File: config.mk
export PLATFORM = sky130hd
export DESIGN_NAME = id_ex_stage
export DESIGN_NICKNAME = d
export VERILOG_FILES = /design/src/rtl/pipe_pkg.sv /design/src/rtl/hazard_detect.sv /design/src/rtl/id_ex_stage.sv
export SDC_FILE = /design/constraint.sdc
export NUM_CORES = 1
export LEC_CHECK = 0
export ABC_CLOCK_PERIOD_IN_PS = 1600
export BUFFER_PORTS_ARGS = -buffer_cell sky130_fd_sc_hd__buf_2
export CORE_AREA = 2 2 125 127
export CTS_BUF_LIST = sky130_fd_sc_hd__clkbuf_4
export CTS_CLUSTER_SIZE = 30
export DETAILED_ROUTE_END_ITERATION = 8
export DIE_AREA = 0 0 127 129
export PLACE_DENSITY = 0.83
export SLEW_MARGIN = 25
export SYNTH_ARGS = -nofsm -noshare
export SYNTH_HDL_FRONTEND = slang
export SYNTH_SLANG_ARGS = --single-unit
export TNS_END_PERCENT = 100
File: constraint.sdc
create_clock -name clk -period 1.6 [get_ports clk]
set_input_delay 0.08 -clock clk [delete_from_list [all_inputs] [get_ports clk]]
set_output_delay 0.08 -clock clk [all_outputs]
set_load 0.05 [all_outputs]
File: src/rtl/pipe_pkg.sv
// Shared pipeline definitions: control-word bit positions, widths and the ID/EX control bundle.
package pipe_pkg;

   localparam int unsigned CTRL_W = 9;
   localparam int unsigned FLAG_W = 5;

   localparam int unsigned CTRL_MEMTOREG = 8;
   localparam int unsigned CTRL_REGWRITE = 7;
   localparam int unsigned CTRL_BRANCH   = 6;
   localparam int unsigned CTRL_MEMREAD  = 5;
   localparam int unsigned CTRL_MEMWRITE = 4;
   localparam int unsigned CTRL_REGDST   = 3;
   localparam int unsigned CTRL_ALUSRC   = 2;
   localparam int unsigned CTRL_RTYPE    = 1;
   localparam int unsigned CTRL_BEQ      = 0;

   localparam int unsigned FLAG_IMM = 3;

   typedef struct packed {
      logic              valid;
      logic [CTRL_W-1:0] ctrl;
      logic [FLAG_W-1:0] flags;
   } id_ex_t;

endpackage

File: src/rtl/hazard_detect.sv
// Load-use comparator: flags an ID instruction that reads the register a load in EX is writing.
module hazard_detect #(
   parameter int unsigned REG_AW = 5
) (
   input  logic              ex_valid,
   input  logic              ex_memread,
   input  logic [REG_AW-1:0] ex_rt,
   input  logic              id_valid,
   input  logic [REG_AW-1:0] id_rs,
   input  logic [REG_AW-1:0] id_rt,
   input  logic              id_imm,
   input  logic              id_alusrc,
   input  logic              id_memwrite,
   output logic              load_use
);

   logic rs_hit;
   logic rt_hit;

   assign rs_hit = (ex_rt == id_rs);
   // rt is only a source for register-register ops or as store data
   assign rt_hit = (ex_rt == id_rt) & ((~id_imm & ~id_alusrc) | id_memwrite);

   assign load_use = ex_valid & ex_memread & id_valid & (ex_rt != '0) & (rs_hit | rt_hit);

endmodule

File: src/rtl/id_ex_stage.sv
// ID/EX pipeline register with flush, external stall and optional load-use bubble insertion.
// Optional feature macro: ID_EX_HAZARD_DETECT_EN (load-use detection; tied off when undefined).
module id_ex_stage
   import pipe_pkg::*;
#(
   parameter int unsigned DATA_W = 32,
   parameter int unsigned REG_AW = 5
) (
   input  logic              clk,
   input  logic              rst_n,
   input  logic [CTRL_W-1:0] ctrl_in,
   input  logic [FLAG_W-1:0] flags_in,
   input  logic              id_valid,
   input  logic [DATA_W-1:0] rs_data_in,
   input  logic [DATA_W-1:0] rt_data_in,
   input  logic [DATA_W-1:0] imm_in,
   input  logic [DATA_W-1:0] pc4_in,
   input  logic [REG_AW-1:0] rs_in,
   input  logic [REG_AW-1:0] rt_in,
   input  logic [REG_AW-1:0] rd_in,
   input  logic              flush,
   input  logic              ext_stall,
   output logic [CTRL_W-1:0] ctrl_out,
   output logic [FLAG_W-1:0] flags_out,
   output logic [DATA_W-1:0] rs_data_out,
   output logic [DATA_W-1:0] rt_data_out,
   output logic [DATA_W-1:0] imm_out,
   output logic [DATA_W-1:0] pc4_out,
   output logic [REG_AW-1:0] rs_out,
   output logic [REG_AW-1:0] rt_out,
   output logic [REG_AW-1:0] rd_out,
   output logic              ex_valid,
   output logic              id_stall
);

   typedef struct packed {
      logic [DATA_W-1:0] rs_data;
      logic [DATA_W-1:0] rt_data;
      logic [DATA_W-1:0] imm;
      logic [DATA_W-1:0] pc4;
      logic [REG_AW-1:0] rs;
      logic [REG_AW-1:0] rt;
      logic [REG_AW-1:0] rd;
   } data_t;

   id_ex_t ctl_q, ctl_d;
   data_t  data_q, data_d;
   logic   pend_q, pend_d;
   logic   load_use;

`ifdef ID_EX_HAZARD_DETECT_EN
   hazard_detect #(
      .REG_AW(REG_AW)
   ) u_hazard_detect (
      .ex_valid   (ctl_q.valid),
      .ex_memread (ctl_q.ctrl[CTRL_MEMREAD]),
      .ex_rt      (data_q.rt),
      .id_valid   (id_valid),
      .id_rs      (rs_in),
      .id_rt      (rt_in),
      .id_imm     (flags_in[FLAG_IMM]),
      .id_alusrc  (ctrl_in[CTRL_ALUSRC]),
      .id_memwrite(ctrl_in[CTRL_MEMWRITE]),
      .load_use   (load_use)
   );
`else
   assign load_use = 1'b0;
`endif

   assign id_stall = load_use | ext_stall;

   always_comb begin
      ctl_d  = ctl_q;
      data_d = data_q;
      pend_d = pend_q;
      if (ext_stall) begin
         // a flush seen while held must still squash once the hold lifts
         pend_d = pend_q | flush;
      end else if (flush | pend_q | load_use) begin
         ctl_d  = '0;
         data_d = '0;
         pend_d = 1'b0;
      end else begin
         ctl_d.valid = id_valid;
         ctl_d.ctrl  = id_valid ? ctrl_in : '0;
         ctl_d.flags = id_valid ? flags_in : '0;
         data_d      = '{rs_data: rs_data_in, rt_data: rt_data_in, imm: imm_in, pc4: pc4_in,
                         rs: rs_in, rt: rt_in, rd: rd_in};
      end
   end

   always_ff @(posedge clk or negedge rst_n) begin
      if (!rst_n) begin
         ctl_q  <= '0;
         data_q <= '0;
         pend_q <= 1'b0;
      end else begin
         ctl_q  <= ctl_d;
         data_q <= data_d;
         pend_q <= pend_d;
      end
   end

   assign ctrl_out    = ctl_q.ctrl;
   assign flags_out   = ctl_q.flags;
   assign ex_valid    = ctl_q.valid;
   assign rs_data_out = data_q.rs_data;
   assign rt_data_out = data_q.rt_data;
   assign imm_out     = data_q.imm;
   assign pc4_out     = data_q.pc4;
   assign rs_out      = data_q.rs;
   assign rt_out      = data_q.rt;
   assign rd_out      = data_q.rd;

endmodule
# [Word level (Yosys, flattened, before mapping)]
# Cells that the tools add are included.
[word_totals] register_bits=159 mem_bits_rw=0 mem_bits_ro=0 mem_count=0 output_inout_bits=159 latch_bits=0
[op_classes] eq_ne=0 div=0 mux=6 n_bitwise=1 order_cmp=0 shifts=0 n_addsub=0 n_reduce_logical=1 multipliers=0
[ops] op="$mux W143" count=1
[ops] op="$mux W15" count=1
[ops] op="$mux W9" count=1
[ops] op="$mux W5" count=1
[ops] op="$mux W1" count=2
[ops] op="$reduce_bool A2 Y1" count=1
[ops] op="$or A1 B1 Y1" count=1

# [Longest topological paths before layout]
[depth] word_depth=3 mapped_depth=6 ltp_nobuf=2

# [Least setup slack after synthesis]
# No wires, ideal clock.
[synth_path] kind="flip-flop to flip-flop" startpoint="register pend_q" endpoint="register data_q (netlist bit rs_data_out[0])" arrival_time_ns=1.104 setup_ns=0.076 stages_incl_launch_ff=6 slack_ns=0.419 n_path_buf=3 cell_sequence="dfrtp_1 -> or2_1 -> buf_2 -> buf_6 -> buf_6 -> o21ai_1"
[synth_between] elab_chain_len=2
[synth_rtl] item="start, declared" line_no="id_ex_stage.sv:48" rtl="logic pend_q, pend_d;"
[synth_rtl] item="start signal, assigned" line_no="id_ex_stage.sv:100" rtl="pend_q <= pend_d;"
[synth_rtl] item="$or A1 B1 Y1" line_no="id_ex_stage.sv:79" rtl="end else if (flush | pend_q | load_use) begin"
[synth_rtl] item="$mux W143" line_no="id_ex_stage.sv:79"
[synth_rtl] item="end signal, assigned" line_no="id_ex_stage.sv:99" rtl="data_q <= data_d;"
[synth_rtl] item="end, declared" line_no="id_ex_stage.sv:47" rtl="data_t data_q, data_d;"
# Every way passes these cells.
# A chain may end at the register's enable or synchronous reset.

# [Worst setup path in the final report]
[layout_path] startpoint="register pend_q" endpoint="register ctl_q (netlist bit flags_out[0])"
[layout_between] elab_chain_len=2
[layout_rtl] item="$or A1 B1 Y1" line_no="id_ex_stage.sv:79"
[layout_rtl] item="$mux W15" line_no="id_ex_stage.sv:79"
[layout_rtl] item="end signal, assigned" line_no="id_ex_stage.sv:98" rtl="ctl_q <= ctl_d;"
[layout_rtl] item="end, declared" line_no="id_ex_stage.sv:46" rtl="id_ex_t ctl_q, ctl_d;"
# Every way passes these cells.

==> metrics.txt <==
# TYPE chip_impl_metric gauge
chip_impl_metric{name="drtAntennaViolNets",unit=""} 0
chip_impl_metric{name="worst_supply_voltage_drop_on_vdd",unit="mV"} 0.548
chip_impl_metric{name="finalHoldViolations",unit=""} 0
chip_impl_metric{name="mean_number_of_vias_per_cell",unit=""} 5.13
chip_impl_info{name="most-common-layout-cells",value="sky130_fd_sc_hd__buf_2 (318), sky130_fd_sc_hd__dlygate4sd3_1 (170), sky130_fd_sc_hd__dfrtp_1 (159), sky130_fd_sc_hd__nand2_1 (145), sky130_fd_sc_hd__nand2b_1 (143)"} 1
chip_impl_info{name="clock_tree.root_cell",value="sky130_fd_sc_hd__clkbuf_4"} 1
chip_impl_info{name="yosys.area.top_type",value="sky130_fd_sc_hd__dfrtp_1"} 1
chip_impl_metric{name="critical_path_required",unit="ns"} 2.09
chip_impl_info{name="critical_path.cell_chain",value="nor3b_2, buf_4, a22o_1, dlygate4sd3_1"} 1
chip_impl_info{name="critical_path.reg2reg.startpoint",value="pend_q"} 1
chip_impl_metric{name="post_synth.cell_area_avg",unit="um^2"} 9.88
chip_impl_metric{name="routed_wirelength_normalized_by_instance_count",unit="um"} 17.5
chip_impl_info{name="tritoncts_clock_tree",value="done"} 1
chip_impl_metric{name="place_hpwl",unit="mm"} 12.0
chip_impl_metric{name="slew-limit-headroom",unit="%"} 42.5
chip_impl_metric{name="grt_pass1_vias",unit=""} 7129
chip_impl_metric{name="grt_start_max_net_pins",unit=""} 103
chip_impl_metric{name="detail_route.drc_violations",unit=""} 0
chip_impl_info{name="worstReg2RegEnd",value="flags_out[0]"} 1
chip_impl_metric{name="post_cts.repair.setup_buffers",unit=""} 0
chip_impl_metric{name="design.final.nets",unit=""} 1312
chip_impl_metric{name="grt_first_pass_wirelength",unit="mm"} 36.1
chip_impl_metric{name="postSynthNetCount",unit=""} 836
chip_impl_metric{name="register_area_share_after_synthesis",unit="%"} 59.8
chip_impl_metric{name="place.gp.congestion",unit=""} 0.789
chip_impl_metric{name="worst-slew-pin-transition",unit="ns"} 0.859
chip_impl_metric{name="antenna-diode-count",unit=""} 0
chip_impl_metric{name="r2r_cells",unit=""} 4
chip_impl_metric{name="netlist_instances",unit=""} 674
chip_impl_metric{name="finalNonFillerCells",unit=""} 1351
chip_impl_metric{name="final_period_minus_worst_setup_slack",unit="ns"} 1.56
chip_impl_metric{name="final_design_area_no_fill",unit="um^2"} 10500
chip_impl_metric{name="die_h",unit="um"} 129
chip_impl_metric{name="synth_warnings",unit=""} 0
chip_impl_metric{name="layout_cell_share_with_drive_strength_beyond_1",unit="%"} 32.2
chip_impl_metric{name="critPathMaxStageDelay",unit="ns"} 0.55
chip_impl_metric{name="detailedRoute.firstIterationViolations",unit=""} 446
chip_impl_metric{name="ys_ff_latch",unit=""} 159
chip_impl_info{name="crit_path_start_kind",value="register"} 1
chip_impl_metric{name="placedCellCount",unit=""} 1148
chip_impl_metric{name="die-width",unit="um"} 127
chip_impl_metric{name="cts_buffers",unit=""} 17
chip_impl_metric{name="max_freq",unit="MHz"} 639
chip_impl_metric{name="track_usage",unit="%"} 28.2
chip_impl_info{name="path_class",value="reg -> reg"} 1
chip_impl_metric{name="max-clock-path-buffers",unit=""} 2
chip_impl_metric{name="boundaryPins",unit=""} 321
chip_impl_info{name="synth_area_leaders",value="sky130_fd_sc_hd__dfrtp_1 (60%), sky130_fd_sc_hd__nand2b_1 (13%), sky130_fd_sc_hd__nand2_1 (8.2%)"} 1
chip_impl_metric{name="pwr_density_cell",unit="nW/um^2"} 934
chip_impl_metric{name="yosysTopAreaCellShare",unit="%"} 59.8
chip_impl_metric{name="path_clk_slew",unit="ns"} 0.14
chip_impl_info{name="slowest_cp_cell",value="sky130_fd_sc_hd__dlygate4sd3_1"} 1
chip_impl_info{name="layout.cells.most_common",value="sky130_fd_sc_hd__buf_2"} 1
chip_impl_metric{name="netlist_area_before_placement",unit="um^2"} 6660
chip_impl_metric{name="number_of_cells_upsized_or_downsized_after_cts",unit=""} 0
chip_impl_info{name="worst_hold_path_type",value="in -> async"} 1
chip_impl_info{name="outcome",value="complete, no violations"} 1
chip_impl_metric{name="clock_h_tree_levels",unit=""} 4
chip_impl_metric{name="starting_utilization_of_the_core_area",unit="%"} 44.5
chip_impl_metric{name="finalSetupViolations",unit=""} 0
chip_impl_metric{name="dpl_cell_area",unit="um^2"} 8480
chip_impl_metric{name="reg2reg_slack",unit="ns"} 0.04
chip_impl_metric{name="max_slew_violation_count",unit=""} 0
chip_impl_metric{name="path_max_fanout",unit=""} 14
chip_impl_metric{name="timing.critical_path.arrival",unit="ns"} 2.06
chip_impl_metric{name="final_min_period_over_clock_period",unit="%"} 97.8
chip_impl_metric{name="timing.hold.ws",unit="ns"} 0.116
chip_impl_metric{name="via_count",unit=""} 6930
chip_impl_metric{name="synth_cell_types",unit=""} 16
chip_impl_metric{name="maxCapViolCount",unit=""} 0
chip_impl_metric{name="setup_total_negative_slack",unit="ns"} 0
chip_impl_metric{name="numClockSinks",unit=""} 159
chip_impl_metric{name="finalClockSkew",unit="ns"} 0.0169
chip_impl_metric{name="number_of_antenna_violations_at_the_first_check_in_global_routing",unit=""} 0
chip_impl_metric{name="cts_hold_repair.buffers",unit=""} 170
chip_impl_info{name="timing.critical_path.to_type",value="register"} 1
chip_impl_metric{name="area.growth.synth_to_final",unit="%"} 58.1
chip_impl_metric{name="fp-row-count",unit=""} 45
chip_impl_info{name="rsz0062_at_grt",value="no"} 1
chip_impl_metric{name="grt-ovfl-total",unit=""} 0
chip_impl_metric{name="postLayoutCoreUtil",unit="%"} 70.3
chip_impl_metric{name="design.die.area",unit="um^2"} 16400
chip_impl_metric{name="leakagePower",unit="nW"} 5.37
chip_impl_metric{name="floorplan.core_area",unit="um^2"} 15000
chip_impl_metric{name="io_buffers",unit=""} 320
chip_impl_metric{name="routed_wirelength",unit="mm"} 23.6
chip_impl_metric{name="clk-insertion-delay-late",unit="ns"} 0.54
chip_impl_metric{name="drtPass1Iterations",unit=""} 5
## worst max path at each step
stage | slack (ns) | startpoint | endpoint
finish | 0.04 | pend_q | flags_out[0]
global route | 0.02 | pend_q | flags_out[0]
CTS | 0.06 | pend_q | flags_out[0]
detailed placement | 0.30 | pend_q | rt_data_out[0]
global placement | 0.37 | pend_q | rt_data_out[0]
floorplan | 0.42 | pend_q | rs_data_out[0]
## kinds of logic after synthesis
group	after synthesis	synth area share, %
simple gates	304	23.2
compound gates	157	12.6
buf+inv	53	4.30
mux	1	0.169
flops	159	59.8
## worst max-delay path: cells and delay by family (launching register included)
family	cells	cell delay, ns
and+or+nand+nor	1	0.17
buffers and inverters	2	0.78
DFF	1	0.41
AOI/OAI and AO/OA	1	0.14
## Yosys cell counts
cell type                  count
sky130_fd_sc_hd__o21ai_0      92
sky130_fd_sc_hd__buf_2        22
sky130_fd_sc_hd__nor2b_1      13
sky130_fd_sc_hd__clkbuf_1     22
sky130_fd_sc_hd__nand2_1     145
sky130_fd_sc_hd__buf_4         2
sky130_fd_sc_hd__nor3b_2       1
sky130_fd_sc_hd__o21ai_1      51
sky130_fd_sc_hd__mux2_2        1
sky130_fd_sc_hd__or2_1         1
sky130_fd_sc_hd__dfrtp_1     159
sky130_fd_sc_hd__buf_6         7
sky130_fd_sc_hd__a22o_1       13
sky130_fd_sc_hd__and2_1        1
sky130_fd_sc_hd__nand2b_1    143
sky130_fd_sc_hd__o31ai_1       1
## cell type report
cell class	count	area, um^2
Clock inverter	13	186
Multi-Input combinational cell	462	2400
Fill cell	946	4450
Timing Repair Buffer	510	3590
Tap cell	188	235
Clock buffer	19	143
Sequential cell	159	3980
## routing by layer
metal,vias up,global-route usage [%],wire [um]
met2,426,49.1,12000
met3,92,8.57,2150
met1,3287,32.0,8570
met5,-,0,0
li1,3125,-,-
met4,0,13.6,960
## per-stage QoR
step           worst slack, ns  total power [mW]
2_1_floorplan            0.419              5.98
3_3_place_gp             0.373              6.68
3_5_place_dp             0.299              6.71
4_1_cts                 0.0648              9.78
5_1_grt                 0.0160              10.3
6_report                0.0352              9.83
## state kept, by name (all words and copies together) (netlist names)
name / count
ex_valid: 1
pc4_out: 32
flags_out: 5
rs_out: 5
rd_out: 5
rs_data_out: 32
rt_out: 5
rt_data_out: 32
imm_out: 32
ctrl_out: 9
pend_q: 1
## power breakdown
part / leakage (nW) / internal, mW / switching, mW
sequential: 2.12 / 4.29 / 0.170
combinational: 3.08 / 0.875 / 1.74
clock: 0.167 / 1.28 / 1.48
Power figures use the tool's default switching activity.
